## config.mk

```make
export PLATFORM = sky130hd
export DESIGN_NAME = sec_clk
export DESIGN_NICKNAME = d
export VERILOG_FILES = /design/src/rtl/sec_clk_pkg.sv /design/src/rtl/clk_div_counter.sv /design/src/rtl/sec_clk.sv
export SDC_FILE = /design/constraint.sdc
export NUM_CORES = 1
export LEC_CHECK = 0
export BUFFER_PORTS_ARGS = -buffer_cell sky130_fd_sc_hd__buf_2
export CAP_MARGIN = 20
export CORE_AREA = 2 2 42 44
export CTS_BUF_LIST = sky130_fd_sc_hd__clkbuf_8 sky130_fd_sc_hd__clkbuf_16
export CTS_CLUSTER_DIAMETER = 100
export DETAILED_ROUTE_END_ITERATION = 16
export DIE_AREA = 0 0 44 46
export MAX_ROUTING_LAYER = met4
export PLACE_DENSITY = 0.68
export SYNTH_ARGS = -nofsm -noshare
export SYNTH_HDL_FRONTEND = slang
export SYNTH_SLANG_ARGS = --single-unit
```

## constraint.sdc

```tcl
create_clock -name clk_in -period 2.7 [get_ports clk_in]
set_input_delay 0.135 -clock clk_in [delete_from_list [all_inputs] [get_ports clk_in]]
set_output_delay 0.135 -clock clk_in [all_outputs]
set_load 0.005 [all_outputs]
```

## src/rtl/sec_clk_pkg.sv

```systemverilog
// Shared timebase constants and divider helper for the seconds/minute/hour stages.
package sec_clk_pkg;

  localparam int REF_FREQ_HZ = 65536;
  localparam int SEC_FREQ_HZ = 1;

  // Reference edges per output half-period; 0 flags an unusable output frequency.
  function automatic int calc_half_div(input int in_hz, input int out_hz);
    if (out_hz < 1) return 0;
    return in_hz / (2 * out_hz);
  endfunction

endpackage

```

## src/rtl/clk_div_counter.sv

```systemverilog
// Free-running modulo-(MAX+1) counter; wrap flags the terminal count of the registered value.
module clk_div_counter
  import sec_clk_pkg::*;
#(
  parameter int MAX = 1,
  parameter int W   = 1
) (
  input  logic clk,
  input  logic rst,
  output logic wrap
);

  localparam logic [W-1:0] TERM = W'(MAX);

  logic [W-1:0] count;

  always_ff @(posedge clk or posedge rst) begin
    if (rst) begin
      count <= '0;
    end else if (count == TERM) begin
      count <= '0;
    end else begin
      count <= count + W'(1);
    end
  end

  assign wrap = (count == TERM);

endmodule

```

## src/rtl/sec_clk.sv

```systemverilog
// Divides the reference clock to a 50%-duty output clock (1 Hz by default).
// Define SEC_CLK_TICK_EN to add the tick port: a one-cycle pulse on each rising clk_out.
module sec_clk
  import sec_clk_pkg::*;
#(
  parameter int IN_FREQ_HZ  = REF_FREQ_HZ,
  parameter int OUT_FREQ_HZ = SEC_FREQ_HZ
) (
  input  logic clk_in,
  input  logic rst,
  output logic clk_out
`ifdef SEC_CLK_TICK_EN
  ,
  output logic tick
`endif
);

  localparam int HALF_DIV = calc_half_div(IN_FREQ_HZ, OUT_FREQ_HZ);
  localparam int CNT_W    = (HALF_DIV > 1) ? $clog2(HALF_DIV) : 1;
  localparam int OUT_SAFE = (OUT_FREQ_HZ < 1) ? 1 : OUT_FREQ_HZ;

  generate
    if (OUT_FREQ_HZ < 1 || (IN_FREQ_HZ % (2 * OUT_SAFE)) != 0 || HALF_DIV < 1) begin : g_bad_params
      $error("sec_clk: IN_FREQ_HZ must be a positive multiple of 2*OUT_FREQ_HZ");
    end
  endgenerate

  logic wrap;

  clk_div_counter #(
    .MAX (HALF_DIV - 1),
    .W   (CNT_W)
  ) u_div (
    .clk  (clk_in),
    .rst  (rst),
    .wrap (wrap)
  );

  always_ff @(posedge clk_in or posedge rst) begin
    if (rst) begin
      clk_out <= 1'b0;
    end else if (wrap) begin
      clk_out <= ~clk_out;
    end
  end

`ifdef SEC_CLK_TICK_EN
  // Fires on the same edge that drives clk_out 0->1, so consumers can stay on clk_in.
  always_ff @(posedge clk_in or posedge rst) begin
    if (rst) begin
      tick <= 1'b0;
    end else begin
      tick <= wrap & ~clk_out;
    end
  end
`endif

endmodule

```

Yosys cells after proc, flatten, opt, wreduce, memory -nomap -nowiden
Cells that the tools add are included.

Register bits after elaboration: 16. Output and inout port bits: 1. Logic and storage cells: 6.

Add/subtract/negate cells: 1. Equality and inequality tests: 1. Bitwise operators: 1. Muxes and demuxes: 1.

Operators with widths (number): adder 15 x 1 -> 15 bit (second input constant) (1); equality test 15 bit (second input constant) (1); 2-to-1 mux 15 bit (1); inverter 1 bit (1).

Logic depth before layout (Yosys ltp)
Depth after elaboration: 2. Mapped depth: 5. Depth with buffers taken out: 5.

By module
From an unflattened synthesis, not the netlist that was laid out.

Cell total of the unflattened synthesis: 69. Area, all modules: 740.7 um^2.

Modules (own cells, without submodules): clk_div_counter (cells each 66, area an instance 703.2 um^2, times used 1); sec_clk (cells each 3, area an instance 37.5 um^2, times used 1).

Worst setup path after synthesis
OpenSTA, ideal clock, no wires.

Kind: register to register. Start point: register u_div.count[0]. End point: register clk_out. Buffers on the path: 0. Slack: 1.427 ns. Cell stages (with the launch flop): 6. Data arrival time: 1.194 ns. Setup time: 0.079 ns. Cells stage by stage: dfrtp_1 ha_1 and3_1 nand4_4 nor2_4 xor2_1.

Word-level cells in the longest chain between the ends: 1.

Ends and longest elaborated chain: start, declared (RTL line clk_div_counter.sv:15) `logic [W-1:0] count;`; start signal, assigned (RTL line clk_div_counter.sv:23) `count <= count + W'(1);`; equality test 15 bit (RTL line clk_div_counter.sv:27) `assign wrap = (count == TERM);`; end signal, assigned (RTL line sec_clk.sv:43) `clk_out <= ~clk_out;`; end, declared (RTL line sec_clk.sv:11) `output logic clk_out`.

No other way between the ends. A chain may end at the register's enable or synchronous reset.

Worst setup path in the final report
Same ends and word-level chain as after synthesis.

==> impl_metrics.tcl <==
set metrics [dict create \
    period_share 0.518 \
    tritoncts "yes" \
    endpoint_kind "register" \
    viasPerCell 5.68 \
    drive_gt1_frac 0.149 \
    crit_path_max_fanout 5 \
    wl_per_cell_um 13.6 \
    placed_area_um2 779 \
    syn_nets 71 \
    clock_skew_ns 0.00121 \
    synthTopCellsByArea "dfrtp_1, xnor2_1, xor2_1, nand4_1, nor2_1" \
    worst-path-buf-inv 0 \
    min_path_type "reg -> reg" \
    antenna_left 0 \
    final_hold_viol_count 0 \
    peakVddDrop_mv 0.364 \
    drv_cap 0 \
    async_flop_share 1.00 \
    io_buffers 2 \
    drt_iter0_drc 8 \
    slowest_stage "dfrtp_1" \
    htree_levels 1 \
    cellPowerDensity_nw_per_um2 538 \
    netlist_area_um2 759 \
    die_h_um 46 \
    cts_buffers 3 \
    antenna_cells 0 \
    post-cts-setup-buffers 0 \
    cpLargestDelayFamily "simple AND/OR/NAND/NOR gates" \
    synth_top_flop_cell "dfrtp_1" \
    antenna_found_initial 0 \
    rows 15 \
    clk_latency_ns 0.25 \
    slew-limit-headroom 0.615 \
    first_pass_iters 6 \
    die_area_um2 2020 \
    cts-resized-gates 0 \
    grt_overflow 0 \
    synth_edf_count 0 \
    outcome "complete, no violations" \
    min_period_ns 1.40 \
    yosysWarnings 0 \
    grt_max_degree 17 \
    worstSetupPathType "reg -> reg" \
    setup_viol 0 \
    seq_area_frac_synth 0.527 \
    cp_data_required_time_ns 2.87 \
    die_w_um 44 \
    gr-usage-all-layers 0.156 \
    drc_errors 0 \
    yosys.area.top_type "dfrtp_1" \
    fill_cells 148 \
    tns_ns 0 \
    nets 78 \
    grt_pass1_wl_mm 2.13 \
    slew_violations 0 \
    reg2reg_depth 5 \
    max_clock_freq_ghz 0.715 \
    ys_types 25 \
    synth.most_common_cell "dfrtp_1" \
    path_clk_slew_ns 0.06 \
    yosysTopAreaCellShare 0.527 \
    slowest_delay_ns 0.39 \
    path_depth 5 \
    grt_setup_unrepaired "false" \
    cp_data_arrival_time_ns 1.57 \
    numClockSinks 16 \
    synth-seq-cells 16 \
    grt_pass1_vias 503 \
    startpoint_type "register" \
    utilization 0.523 \
    p_leak_nw 0.398 \
    io_pins 3 \
    wl_mm 1.24 \
    dpl.hpwl_um 846 \
    vias 517 \
    worstPathCellList "ha_1 > and3_1 > nand4_4 > nor2_4 > xor2_1" \
    final_cell_area_um2 845 \
    areaGrowthSynthToFinish_pct 11.2 \
    start_util 0.471 \
    cts_buffer_depth 2 \
    hold_depth 1 \
    hold_buffers 1 \
    yosys-top-cells-count "dfrtp_1, nor2_1, nand4_1, xnor2_1, xor2_1" \
    core_area_um2 1610 \
    whs_ns 0.467 \
    syn_avg_cell_area_um2 11.2 \
    max_slew.worst_pin.slew_ns 0.577 \
    syn-instance-count 68 \
    gp_congestion 0.816 \
    clock-root-buffer "clkbuf_8" \
]
==> flip-flops by register name, summed over array words and instances, names as in the netlist <==
name and flops:
u_div.count 15, clk_out 1
==> cell usage in the layout (no fill, tap or decap), drive strengths merged, types with 4 or more instances in the layout <==
| cell type | synthesis | routed |
|---|---|---|
| clkbuf | 0 | 4 |
| xnor2 | 5 | 5 |
| nand4 | 6 | 6 |
| nor2 | 7 | 7 |
| nand3 | 4 | 4 |
| a21oi | 4 | 4 |
| nand2 | 4 | 4 |
| dfrtp | 16 | 16 |
| xor2 | 5 | 5 |
==> final timing paths <==
path	startpoint	endpoint	slack, ns
max in group asynchronous	rst	u_div.count[5]$_DFF_PP0_	1.83
worst min-delay path	u_div.count[14]$_DFF_PP0_	u_div.count[14]$_DFF_PP0_	0.47
worst min register to register	u_div.count[14]$_DFF_PP0_	u_div.count[14]$_DFF_PP0_	0.47
min in group asynchronous	rst	u_div.count[1]$_DFF_PP0_	0.49
worst max-delay path	u_div.count[0]$_DFF_PP0_	clk_out$_DFFE_PP0N_	1.30
worst max register to register	u_div.count[0]$_DFF_PP0_	clk_out$_DFFE_PP0N_	1.30
==> power breakdown <==
| group | internal (W) | switching [W] | leakage, nW |
|---|---|---|---|
| logic | 0.00000152 | 0.00000456 | 0.160 |
| clock network | 0.000129 | 0.0000793 | 0.0288 |
| registers | 0.000240 | 0 | 0.209 |
==> per-layer routing <==
metal | up-vias | wire length (µm) | track usage
li1 | 250 | - | -
met1 | 252 | 547 | 0.176
met2 | 10 | 622 | 0.253
met3 | 5 | 27 | 0.0357
met4 | 0 | 38 | 0.0909
met5 | - | 0 | -
==> final cells by class <==
type | instances | area, µm² | area share
Tap cell | 17 | 21.3 | 0.0252
Multi-Input combinational cell | 49 | 340 | 0.403
Clock buffer | 4 | 55.1 | 0.0652
Inverter | 2 | 7.51 | 0.00889
Timing Repair Buffer | 3 | 20.0 | 0.0237
Sequential cell | 16 | 400 | 0.474
==> stage by stage <==
stage / setup WS (ns) / power, W / std cells
after floorplan: 1.43 / 0.000248 / 68
after global placement: 1.30 / 0.000250 / 86
after detailed placement: 1.29 / 0.000250 / 86
after CTS: 1.29 / 0.000459 / 91
after global routing: 1.17 / 0.000472 / 91
final: 1.30 / 0.000454 / 91
==> cells by family (layout without fill, tap and decap cells) <==
family | count (synthesis) | after routing | share of synthesized area
compound gates | 7 | 7 | 0.0494
xor+xnor | 10 | 10 | 0.115
flops | 16 | 16 | 0.527
fa+ha+maj | 1 | 1 | 0.0165
simple gates | 30 | 30 | 0.254
buf+inv | 3 | 9 | 0.0247
mux | 1 | 1 | 0.0132
Power figures use the tool's default switching activity.
